<file path="config.mk">
export PLATFORM = sky130hd
export DESIGN_NAME = spi_master_ctrl
export DESIGN_NICKNAME = d
export VERILOG_FILES = /design/src/rtl/spi_master_ctrl_pkg.sv /design/src/rtl/spi_master_ctrl_shifter.sv /design/src/rtl/spi_master_ctrl.sv
export SDC_FILE = /design/constraint.sdc
export NUM_CORES = 1
export LEC_CHECK = 0
export BUFFER_PORTS_ARGS = -buffer_cell sky130_fd_sc_hd__buf_2
export CORE_MARGIN = 1.5
export CORE_UTILIZATION = 59
export DETAILED_ROUTE_END_ITERATION = 16
export PLACE_DENSITY_LB_ADDON = 0.2
export REMOVE_ABC_BUFFERS = 1
export SETUP_SLACK_MARGIN = 0.2
export SYNTH_ARGS = -nofsm -noshare
export SYNTH_HDL_FRONTEND = slang
export SYNTH_SLANG_ARGS = --single-unit
</file>
<file path="constraint.sdc">
create_clock -name clk -period 4.8 [get_ports clk]
set_input_delay 0 -clock clk [delete_from_list [all_inputs] [get_ports clk]]
set_output_delay 0 -clock clk [all_outputs]
set_load 0.005 [all_outputs]
</file>
<file path="src/rtl/spi_master_ctrl_pkg.sv">
// ---------------------------------------------------------------------------
// spi_master_ctrl_pkg
// Shared constants and types for the SPI RAM-link master:
//   - command encodings carried in the frame header
//   - frame field lengths (header bits, payload bits) and counter width
//   - FSM state encoding used by spi_master_ctrl
//   - helper that tells whether a command has a MISO receive phase
// ---------------------------------------------------------------------------
package spi_master_ctrl_pkg;

    localparam logic [1:0] CMD_WR_ADDR = 2'b00;
    localparam logic [1:0] CMD_WR_DATA = 2'b01;
    localparam logic [1:0] CMD_RD_ADDR = 2'b10;
    localparam logic [1:0] CMD_RD_DATA = 2'b11;

    // Header is the read/write select bit followed by the two command bits.
    localparam int HDR_BITS     = 3;
    localparam int PAYLOAD_BITS = 8;

    // One down-counter serves every state; it must hold PAYLOAD_BITS-1,
    // RD_LATENCY-1 and GAP_CYCLES-1.
    localparam int CNT_W = 4;

    typedef enum logic [2:0] {
        ST_IDLE = 3'd0,
        ST_SEL  = 3'd1,
        ST_CMD  = 3'd2,
        ST_DATA = 3'd3,
        ST_WAIT = 3'd4,
        ST_RX   = 3'd5,
        ST_GAP  = 3'd6
    } state_t;

    function automatic logic frame_has_rx(input logic [1:0] cmd);
        return cmd == CMD_RD_DATA;
    endfunction

endpackage

</file>
<file path="src/rtl/spi_master_ctrl_shifter.sv">
// ---------------------------------------------------------------------------
// spi_master_ctrl_shifter
// Datapath shift registers for the SPI master.
//   clk, rst     : system clock, synchronous active-high reset
//   load         : load load_byte into the transmit (PISO) register
//   load_byte    : payload byte to transmit, MSB first
//   piso_shift   : advance the PISO one bit (mosi_bit is the bit leaving)
//   sipo_shift   : shift miso into the receive (SIPO) register
//   miso         : serial input from the slave
//   mosi_bit     : current MSB of the PISO
//   sipo_next    : value the SIPO takes on a shift; lets the top capture the
//                  complete byte on the same edge as the final bit
// ---------------------------------------------------------------------------
module spi_master_ctrl_shifter
    import spi_master_ctrl_pkg::*;
(
    input  logic                    clk,
    input  logic                    rst,
    input  logic                    load,
    input  logic [PAYLOAD_BITS-1:0] load_byte,
    input  logic                    piso_shift,
    input  logic                    sipo_shift,
    input  logic                    miso,
    output logic                    mosi_bit,
    output logic [PAYLOAD_BITS-1:0] sipo_next
);

    logic [PAYLOAD_BITS-1:0] piso_q, piso_d;
    logic [PAYLOAD_BITS-1:0] sipo_q, sipo_d;

    assign mosi_bit  = piso_q[PAYLOAD_BITS-1];
    assign sipo_next = {sipo_q[PAYLOAD_BITS-2:0], miso};

    always_comb begin
        piso_d = piso_q;
        if (load) begin
            piso_d = load_byte;
        end else if (piso_shift) begin
            piso_d = {piso_q[PAYLOAD_BITS-2:0], 1'b0};
        end
    end

    // MISO only enters the register while sipo_shift is high, so an
    // undriven line outside the receive window never reaches the data.
    always_comb begin
        sipo_d = sipo_q;
        if (sipo_shift) begin
            sipo_d = sipo_next;
        end
    end

    always_ff @(posedge clk) begin
        if (rst) begin
            piso_q <= '0;
            sipo_q <= '0;
        end else begin
            piso_q <= piso_d;
            sipo_q <= sipo_d;
        end
    end

endmodule

</file>
<file path="src/rtl/spi_master_ctrl.sv">
// ---------------------------------------------------------------------------
// spi_master_ctrl
// Master end of the 4-wire SPI RAM link. One command per accepted start:
// sends a 3-bit header {cmd[1], cmd[1], cmd[0]} plus tx_byte on MOSI, and for
// RD_DATA waits RD_LATENCY cycles then captures 8 MISO bits into rx_data.
//   clk, rst   : system clock (also the SPI bit clock), sync active-high reset
//   start      : request pulse, accepted only while busy is low
//   cmd        : 00 WR_ADDR, 01 WR_DATA, 10 RD_ADDR, 11 RD_DATA
//   tx_byte    : address or data byte following the header
//   busy       : high from the accept edge until the gap completes
//   done       : one-cycle pulse on the first cycle SS_n is back high
//   rx_data    : last byte read by an RD_DATA frame
//   rx_valid   : pulse coincident with done for RD_DATA frames
//   SS_n, MOSI : slave select (active-low) and serial data out, MSB first
//   MISO       : serial data in, MSB first
// All outputs are registered; they are computed from the next FSM state.
// ---------------------------------------------------------------------------
module spi_master_ctrl
    import spi_master_ctrl_pkg::*;
#(
    parameter int RD_LATENCY = 2,
    parameter int GAP_CYCLES = 1
) (
    input  logic       clk,
    input  logic       rst,
    input  logic       start,
    input  logic [1:0] cmd,
    input  logic [7:0] tx_byte,
    output logic       busy,
    output logic       done,
    output logic [7:0] rx_data,
    output logic       rx_valid,
    output logic       SS_n,
    output logic       MOSI,
    input  logic       MISO
);

    // SEL carries the first header bit, so CMD counts the remaining ones.
    localparam logic [CNT_W-1:0] HDR_LOAD  = CNT_W'(HDR_BITS - 2);
    localparam logic [CNT_W-1:0] BYTE_LOAD = CNT_W'(PAYLOAD_BITS - 1);
    localparam logic [CNT_W-1:0] WAIT_LOAD = CNT_W'((RD_LATENCY > 0) ? RD_LATENCY - 1 : 0);
    localparam logic [CNT_W-1:0] GAP_LOAD  = CNT_W'((GAP_CYCLES > 1) ? GAP_CYCLES - 1 : 0);

    state_t           state_q, state_d;
    logic [CNT_W-1:0] cnt_q, cnt_d;
    logic [1:0]       cmd_q, cmd_d;
    logic             busy_q, busy_d;
    logic             done_q, done_d;
    logic             rx_valid_q, rx_valid_d;
    logic [7:0]       rx_data_q, rx_data_d;
    logic             ss_n_q, ss_n_d;
    logic             mosi_q, mosi_d;

    logic       accept;
    logic       load;
    logic       piso_shift;
    logic       sipo_shift;
    logic       mosi_bit;
    logic [7:0] sipo_next;

    assign accept     = start && !busy_q;
    assign load       = (state_q == ST_IDLE) && accept;
    // The PISO shifts as each payload bit is registered onto MOSI.
    assign piso_shift = (state_d == ST_DATA);
    // The edge ending each RX cycle samples one MISO bit.
    assign sipo_shift = (state_q == ST_RX);

    spi_master_ctrl_shifter u_shifter (
        .clk        (clk),
        .rst        (rst),
        .load       (load),
        .load_byte  (tx_byte),
        .piso_shift (piso_shift),
        .sipo_shift (sipo_shift),
        .miso       (MISO),
        .mosi_bit   (mosi_bit),
        .sipo_next  (sipo_next)
    );

    // Next-state and counter. The counter is reloaded on every state entry
    // and the state advances when it reaches zero.
    always_comb begin
        state_d = state_q;
        cnt_d   = cnt_q;
        cmd_d   = cmd_q;
        unique case (state_q)
            ST_IDLE: begin
                if (accept) begin
                    state_d = ST_SEL;
                    cnt_d   = '0;
                    cmd_d   = cmd;
                end
            end
            ST_SEL: begin
                state_d = ST_CMD;
                cnt_d   = HDR_LOAD;
            end
            ST_CMD: begin
                if (cnt_q == '0) begin
                    state_d = ST_DATA;
                    cnt_d   = BYTE_LOAD;
                end else begin
                    cnt_d = cnt_q - 1'b1;
                end
            end
            ST_DATA: begin
                if (cnt_q == '0) begin
                    if (frame_has_rx(cmd_q)) begin
                        if (RD_LATENCY > 0) begin
                            state_d = ST_WAIT;
                            cnt_d   = WAIT_LOAD;
                        end else begin
                            state_d = ST_RX;
                            cnt_d   = BYTE_LOAD;
                        end
                    end else begin
                        state_d = ST_GAP;
                        cnt_d   = GAP_LOAD;
                    end
                end else begin
                    cnt_d = cnt_q - 1'b1;
                end
            end
            ST_WAIT: begin
                if (cnt_q == '0) begin
                    state_d = ST_RX;
                    cnt_d   = BYTE_LOAD;
                end else begin
                    cnt_d = cnt_q - 1'b1;
                end
            end
            ST_RX: begin
                if (cnt_q == '0) begin
                    state_d = ST_GAP;
                    cnt_d   = GAP_LOAD;
                end else begin
                    cnt_d = cnt_q - 1'b1;
                end
            end
            ST_GAP: begin
                if (cnt_q == '0) begin
                    state_d = ST_IDLE;
                    cnt_d   = '0;
                end else begin
                    cnt_d = cnt_q - 1'b1;
                end
            end
            default: begin
                state_d = ST_IDLE;
                cnt_d   = '0;
            end
        endcase
    end

    // Registered outputs derived from the state being entered.
    always_comb begin
        busy_d     = (state_d != ST_IDLE);
        ss_n_d     = (state_d == ST_IDLE) || (state_d == ST_GAP);
        done_d     = (state_d == ST_GAP) && (state_q != ST_GAP);
        rx_valid_d = (state_d == ST_GAP) && (state_q == ST_RX);
        rx_data_d  = rx_valid_d ? sipo_next : rx_data_q;
        unique case (state_d)
            ST_SEL:  mosi_d = cmd_d[1];
            // cnt_d counts 1 then 0, selecting cmd[1] then cmd[0].
            ST_CMD:  mosi_d = cmd_q[cnt_d[0]];
            ST_DATA: mosi_d = mosi_bit;
            default: mosi_d = 1'b0;
        endcase
    end

    always_ff @(posedge clk) begin
        if (rst) begin
            state_q    <= ST_IDLE;
            cnt_q      <= '0;
            cmd_q      <= '0;
            busy_q     <= 1'b0;
            done_q     <= 1'b0;
            rx_valid_q <= 1'b0;
            rx_data_q  <= 8'h00;
            ss_n_q     <= 1'b1;
            mosi_q     <= 1'b0;
        end else begin
            state_q    <= state_d;
            cnt_q      <= cnt_d;
            cmd_q      <= cmd_d;
            busy_q     <= busy_d;
            done_q     <= done_d;
            rx_valid_q <= rx_valid_d;
            rx_data_q  <= rx_data_d;
            ss_n_q     <= ss_n_d;
            mosi_q     <= mosi_d;
        end
    end

    assign busy     = busy_q;
    assign done     = done_q;
    assign rx_valid = rx_valid_q;
    assign rx_data  = rx_data_q;
    assign SS_n     = ss_n_q;
    assign MOSI     = mosi_q;

endmodule

</file>
# Word-level counts from Yosys, hierarchy flattened
# Cells that the tools add are included.
# totals
inputBits	14
regBits	37
elab_cells	63
output_inout_bits	13
# op_classes
n_addsub	1
eq_ne	13
order_cmp	1
n_mux	21
n_reduce_logical	14
# ops
operator	count
case mux 3 bit (7 select lines)	1
case mux 4 bit (5 select lines)	1
two-way mux 3 bit	6
two-way mux 4 bit	4
two-way mux 8 bit	2
== test 3 x 2 -> 1 bit (second input constant)	4
== test 3 bit (second input constant)	4
== test 3 x 1 -> 1 bit (second input constant)	2
logical NOT 3 bit	2
two-way mux 2 bit	3
logical AND 1 bit	4
logical NOT 4 bit	1
OR reduction 2 bit	2
subtractor 4 x 1 -> 4 bit (second input constant)	1
two-way mux 1 bit	3
!= test 3 bit (second input constant)	1
case mux 1 bit (3 select lines)	1
nonzero test 3 bit	1
== test 2 bit (second input constant)	1
< comparator 1 x 2 -> 1 bit (second input constant)	1
!= test 2 bit (second input constant)	1
AND reduction 2 bit	1
nonzero test 2 bit	1
logical NOT 1 bit	1
logical OR 1 bit	1

# Logic depth before layout (Yosys ltp)
# logic_depth
word_depth	7
mapped_depth	7
mapped_depth_nobuf	5

# Modules after synthesis
# A second synthesis with hierarchy kept.
# hier_totals
hier_cells	176
hier_area_um2	1684.1
# by_module_without_submodules
module	cells_each	n_inst	area_per_inst_um2	seq_area_each_um2
spi_master_ctrl	118	1	1064.8	440.4
spi_master_ctrl_shifter	58	1	619.3	300.3

# Worst setup path before layout
# No wires, ideal clock.
# synth_timing
path_type	register to register
startpoint	register cnt_q[1]
endpoint	register u_shifter.piso_q[3]
period_less_slack_ps	1676
path_buffers	2
stages_incl_launch_ff	8
arrival_ps	1588
required_time_ps	4712
setup_time_ps	88
path_slack_ps	3124
path_cell_list	dfxtp_1 > nor4_2 > buf_4 > o21ai_4 > a221oi_4 > buf_6 > nor2_1 > a311oi_2
# synth_via
elab_chain_cells	5
elab_cells_between_ends	9
classes_between	1 x eq/ne; 6 x mux; 2 x reduce/logical
# synth_rtl
element	line_no	source
start: declaration	spi_master_ctrl.sv:45	logic [CNT_W-1:0] cnt_q, cnt_d;
start signal: assignment	spi_master_ctrl.sv:184	cnt_q <= cnt_d;
logical NOT 4 bit *	--	
two-way mux 3 bit, on equally long branches	--	
case mux 3 bit (7 select lines) *	spi_master_ctrl.sv:86	unique case (state_q)
== test 3 x 2 -> 1 bit *	spi_master_ctrl.sv:64	assign piso_shift = (state_d == ST_DATA);
nonzero test 2 bit (no line) *	--	
end signal: assignment	spi_master_ctrl_shifter.sv:57	piso_q <= piso_d;
end: declaration	spi_master_ctrl_shifter.sv:28	logic [PAYLOAD_BITS-1:0] piso_q, piso_d;
# Every way passes the cells marked *; elsewhere a longest branch is shown, timed or not.
# A chain may end at the register's enable or synchronous reset.

# Final worst setup path
# layout_timing
startpoint	register state_q[2]
endpoint	register u_shifter.piso_q[0]
# layout_via
elab_chain_cells	4
elab_cells_between_ends	18
classes_between	7 x eq/ne; 8 x mux; 3 x reduce/logical
# layout_rtl
element	line_no	source
start: declaration	spi_master_ctrl.sv:44	state_t state_q, state_d;
start signal: assignment	spi_master_ctrl.sv:183	state_q <= state_d;
== test 3 bit, or another cell as far along	spi_master_ctrl.sv:86	
case mux 3 bit (7 select lines)	spi_master_ctrl.sv:86	
== test 3 x 2 -> 1 bit	spi_master_ctrl.sv:64	
nonzero test 2 bit (no line)	--	
# Parallel ways exist; a longest one is shown, timed or not.

==> flow_metrics.tcl <==
set metrics [dict create \
    layout-drive-gt1-share 0.1900 \
    grt_pass1_wl_mm 5.644 \
    power_leakage_nw 0.8058 \
    drv.max_cap_violation_count 0 \
    average_cell_area_after_synthesis_sq_um 8.647 \
    dieArea_sq_um 3126 \
    cp.required_ns 5.01 \
    detail_route.iter0.violations 45 \
    vias 1406 \
    total_power_mw 0.9657 \
    hpwl_mm 2.153 \
    number_of_endpoints_failing_setup_at_the_final_stage 0 \
    yosys_warnings 0 \
    worstSetupStartpointType "flip-flop" \
    cell_with_the_most_instances_after_synthesis "sky130_fd_sc_hd__dfxtp_1" \
    crit_arrival_ns 2.68 \
    clk_latency_ns 0.35 \
    number_of_cell_rows 19 \
    async_reset_ff_frac 0 \
    netlist.area_leader.share 0.4485 \
    cellPowerDensity_nw_per_um2 496.7 \
    cts_buffers 5 \
    grt_remaining_overflow 0 \
    cts.path.max_buffers 2 \
    post-synth-top-area-cell "sky130_fd_sc_hd__dfxtp_1" \
    worst_slew_pin_slew_ns 1.049 \
    boundaryPins 27 \
    maximum_number_of_pins_on_one_net_before_global_route_repair 38 \
    final.setup_skew_ns 0.01590 \
    synth-seq-area-share 0.4485 \
    place_congestion 0.7930 \
    fp.dieH_um 55.91 \
    global_route.usage.total 0.2295 \
    drtPass1Iterations 4 \
    synth_enable_flop_cells 0 \
    area_growth_syn_to_layout_pct 17.73 \
    timing_hold_violations_final 0 \
    die-width_um 55.91 \
    whs_path_depth 4 \
    timing.hold.worst.class "input pin to flip-flop" \
    numClockSinks 37 \
    worst_setup_hold_path_clk_slew_ns 0.11 \
    rsz0062_at_grt "no" \
    crit_path_capture_type "flip-flop" \
    primary_flip_flop_cell_chosen_by_synthesis_mapping "sky130_fd_sc_hd__dfxtp_1" \
    tritoncts "built" \
    cts_htree_levels 2 \
    synth_top_cells_by_area "sky130_fd_sc_hd__dfxtp_1 (45%), sky130_fd_sc_hd__nand2_1 (7.0%), sky130_fd_sc_hd__mux2i_1 (5.5%)" \
    worstPathMaxFanout 27 \
    worst_ir_drop_vdd_v 0.0003405 \
    initial_utilization 0.6094 \
    post_cts_setup_repair_buffer_count 0 \
    clock_tree.root_cell "sky130_fd_sc_hd__clkbuf_4" \
    drt-vias-per-instance 5.579 \
    antennaDiodeCount 0 \
    status "finished, final reports clean" \
    synthDistinctLibCells 40 \
    route.final.wire_length_mm 3.272 \
    worst-setup-path-type "flip-flop to flip-flop" \
    core_region_area_sq_um 2710 \
    first_global_vias 1294 \
    preCtsSetupSlack_ns 2.371 \
    antenna_left 0 \
    avgRoutedWirePerCell_um 12.98 \
    io_buffer_count 26 \
    final_period_minus_worst_setup_slack_ns 2.464 \
    final_net_count 234 \
    slew-limit-headroom 0.2945 \
    synth_commonest_cells "sky130_fd_sc_hd__dfxtp_1 (37), sky130_fd_sc_hd__nand2_1 (31), sky130_fd_sc_hd__nor2_1 (23), sky130_fd_sc_hd__a21oi_1 (15), sky130_fd_sc_hd__nand3_1 (10)" \
    antenna_found_initial 0 \
    drcViolationCount 0 \
    setup_tns_ns 0 \
    finalCritPeriodShare 0.5133 \
    reg2reg_depth 5 \
    synth.ff_latch_count 37 \
    syn-cell-area_sq_um 1652 \
    post_synth_inst_count 191 \
    fmax_ghz 0.4059 \
    postLayoutSetupSlackWorst_ns 2.336 \
    drv_slew 0 \
]
layer usage:
layer / wire length (um) / vias to the layer above / GRT usage
li1: - / 727 / -
met1: 1441 / 645 / 0.2846
met2: 1668 / 28 / 0.3776
met3: 118 / 6 / 0.06512
met4: 43 / 0 / 0.09184
met5: 0 / - / 0
worst max-delay path, stage by stage (launching register included):
cell,delay (ns)
sky130_fd_sc_hd__dfxtp_1,0.59
sky130_fd_sc_hd__nor3_2,0.29
sky130_fd_sc_hd__nand3b_1,0.39
sky130_fd_sc_hd__a221oi_4,0.71
sky130_fd_sc_hd__a2bb2oi_1,0.28
sky130_fd_sc_hd__nor2_1,0.07
final cells by class:
class | count | area, sq um
Clock buffer | 6 | 51.30
Clock inverter | 2 | 37.54
Fill cell | 222 | 765.7
Inverter | 2 | 7.507
Multi-Input combinational cell | 136 | 820.8
Sequential cell | 37 | 740.7
Tap cell | 31 | 38.79
Timing Repair Buffer | 38 | 247.7
where the power goes:
part / switching (mW) / leakage, nW / internal (mW)
Clock: 0.104 / 0.0445 / 0.124
Sequential: 0.0599 / 0.301 / 0.363
Combinational: 0.182 / 0.460 / 0.133
path summary, 6_finish.rpt:
path / from / end / slack (ns)
setup reg to reg: state_q[2] / u_shifter.piso_q[0] / 2.34
setup / recovery: state_q[2] / u_shifter.piso_q[0] / 2.34
hold reg to reg: u_shifter.sipo_q[6] / u_shifter.sipo_q[6] / 0.49
hold / removal: start / cnt_q[1] / 0.12
metrics by stage:
stage / std cells / hold slack, ns / util / instance area (sq um)
floorplan: 175 / 0.06786 / - / 1569
global placement: 233 / 0.2310 / 0.6440 / 1745
detailed placement: 233 / 0.2537 / 0.6440 / 1745
CTS: 252 / 0.08051 / 0.7175 / 1944
global route: 252 / 0.1136 / 0.7175 / 1944
finish: 252 / 0.1157 / 0.7175 / 1944
cells by family after synthesis:
kind of cell / count (synthesis) / share of synthesized area
mux: 9 / 0.05455
xor+xnor: 1 / 0.005304
flops: 37 / 0.4485
buf+inv: 18 / 0.05454
simple gates: 83 / 0.2379
compound gates: 43 / 0.1993
registers in the layout, indices dropped and copies added (netlist names):
register,flops
done,1
u_shifter.sipo_q,7
cmd_q,2
rx_data,8
SS_n,1
rx_valid,1
cnt_q,4
busy,1
state_q,3
u_shifter.piso_q,8
MOSI,1
what timing repair did:
action | in CTS | in global routing
hold buffers | 11 | 0
gates resized for setup | 0 | 0
hold endpoints to repair | 12 | 0
cell usage in the layout, fill, tap and decap left out, types with 2 or more instances in the layout:
master and count:
sky130_fd_sc_hd__buf_2 26, sky130_fd_sc_hd__or3_1 2, sky130_fd_sc_hd__nand2b_1 2, sky130_fd_sc_hd__o21ai_0 5
sky130_fd_sc_hd__nor2b_1 4, sky130_fd_sc_hd__a311oi_1 6, sky130_fd_sc_hd__clkbuf_4 5, sky130_fd_sc_hd__a21oi_1 15
sky130_fd_sc_hd__nor2_1 23, sky130_fd_sc_hd__a311oi_2 2, sky130_fd_sc_hd__a22oi_1 2, sky130_fd_sc_hd__nand2_1 31
sky130_fd_sc_hd__nor3b_1 2, sky130_fd_sc_hd__inv_1 2, sky130_fd_sc_hd__nand3_1 10, sky130_fd_sc_hd__and2_1 2
sky130_fd_sc_hd__mux2i_1 9, sky130_fd_sc_hd__o211ai_1 3, sky130_fd_sc_hd__dlygate4sd3_1 11, sky130_fd_sc_hd__dfxtp_1 37
No activity file was read; power rests on OpenSTA's default activity.
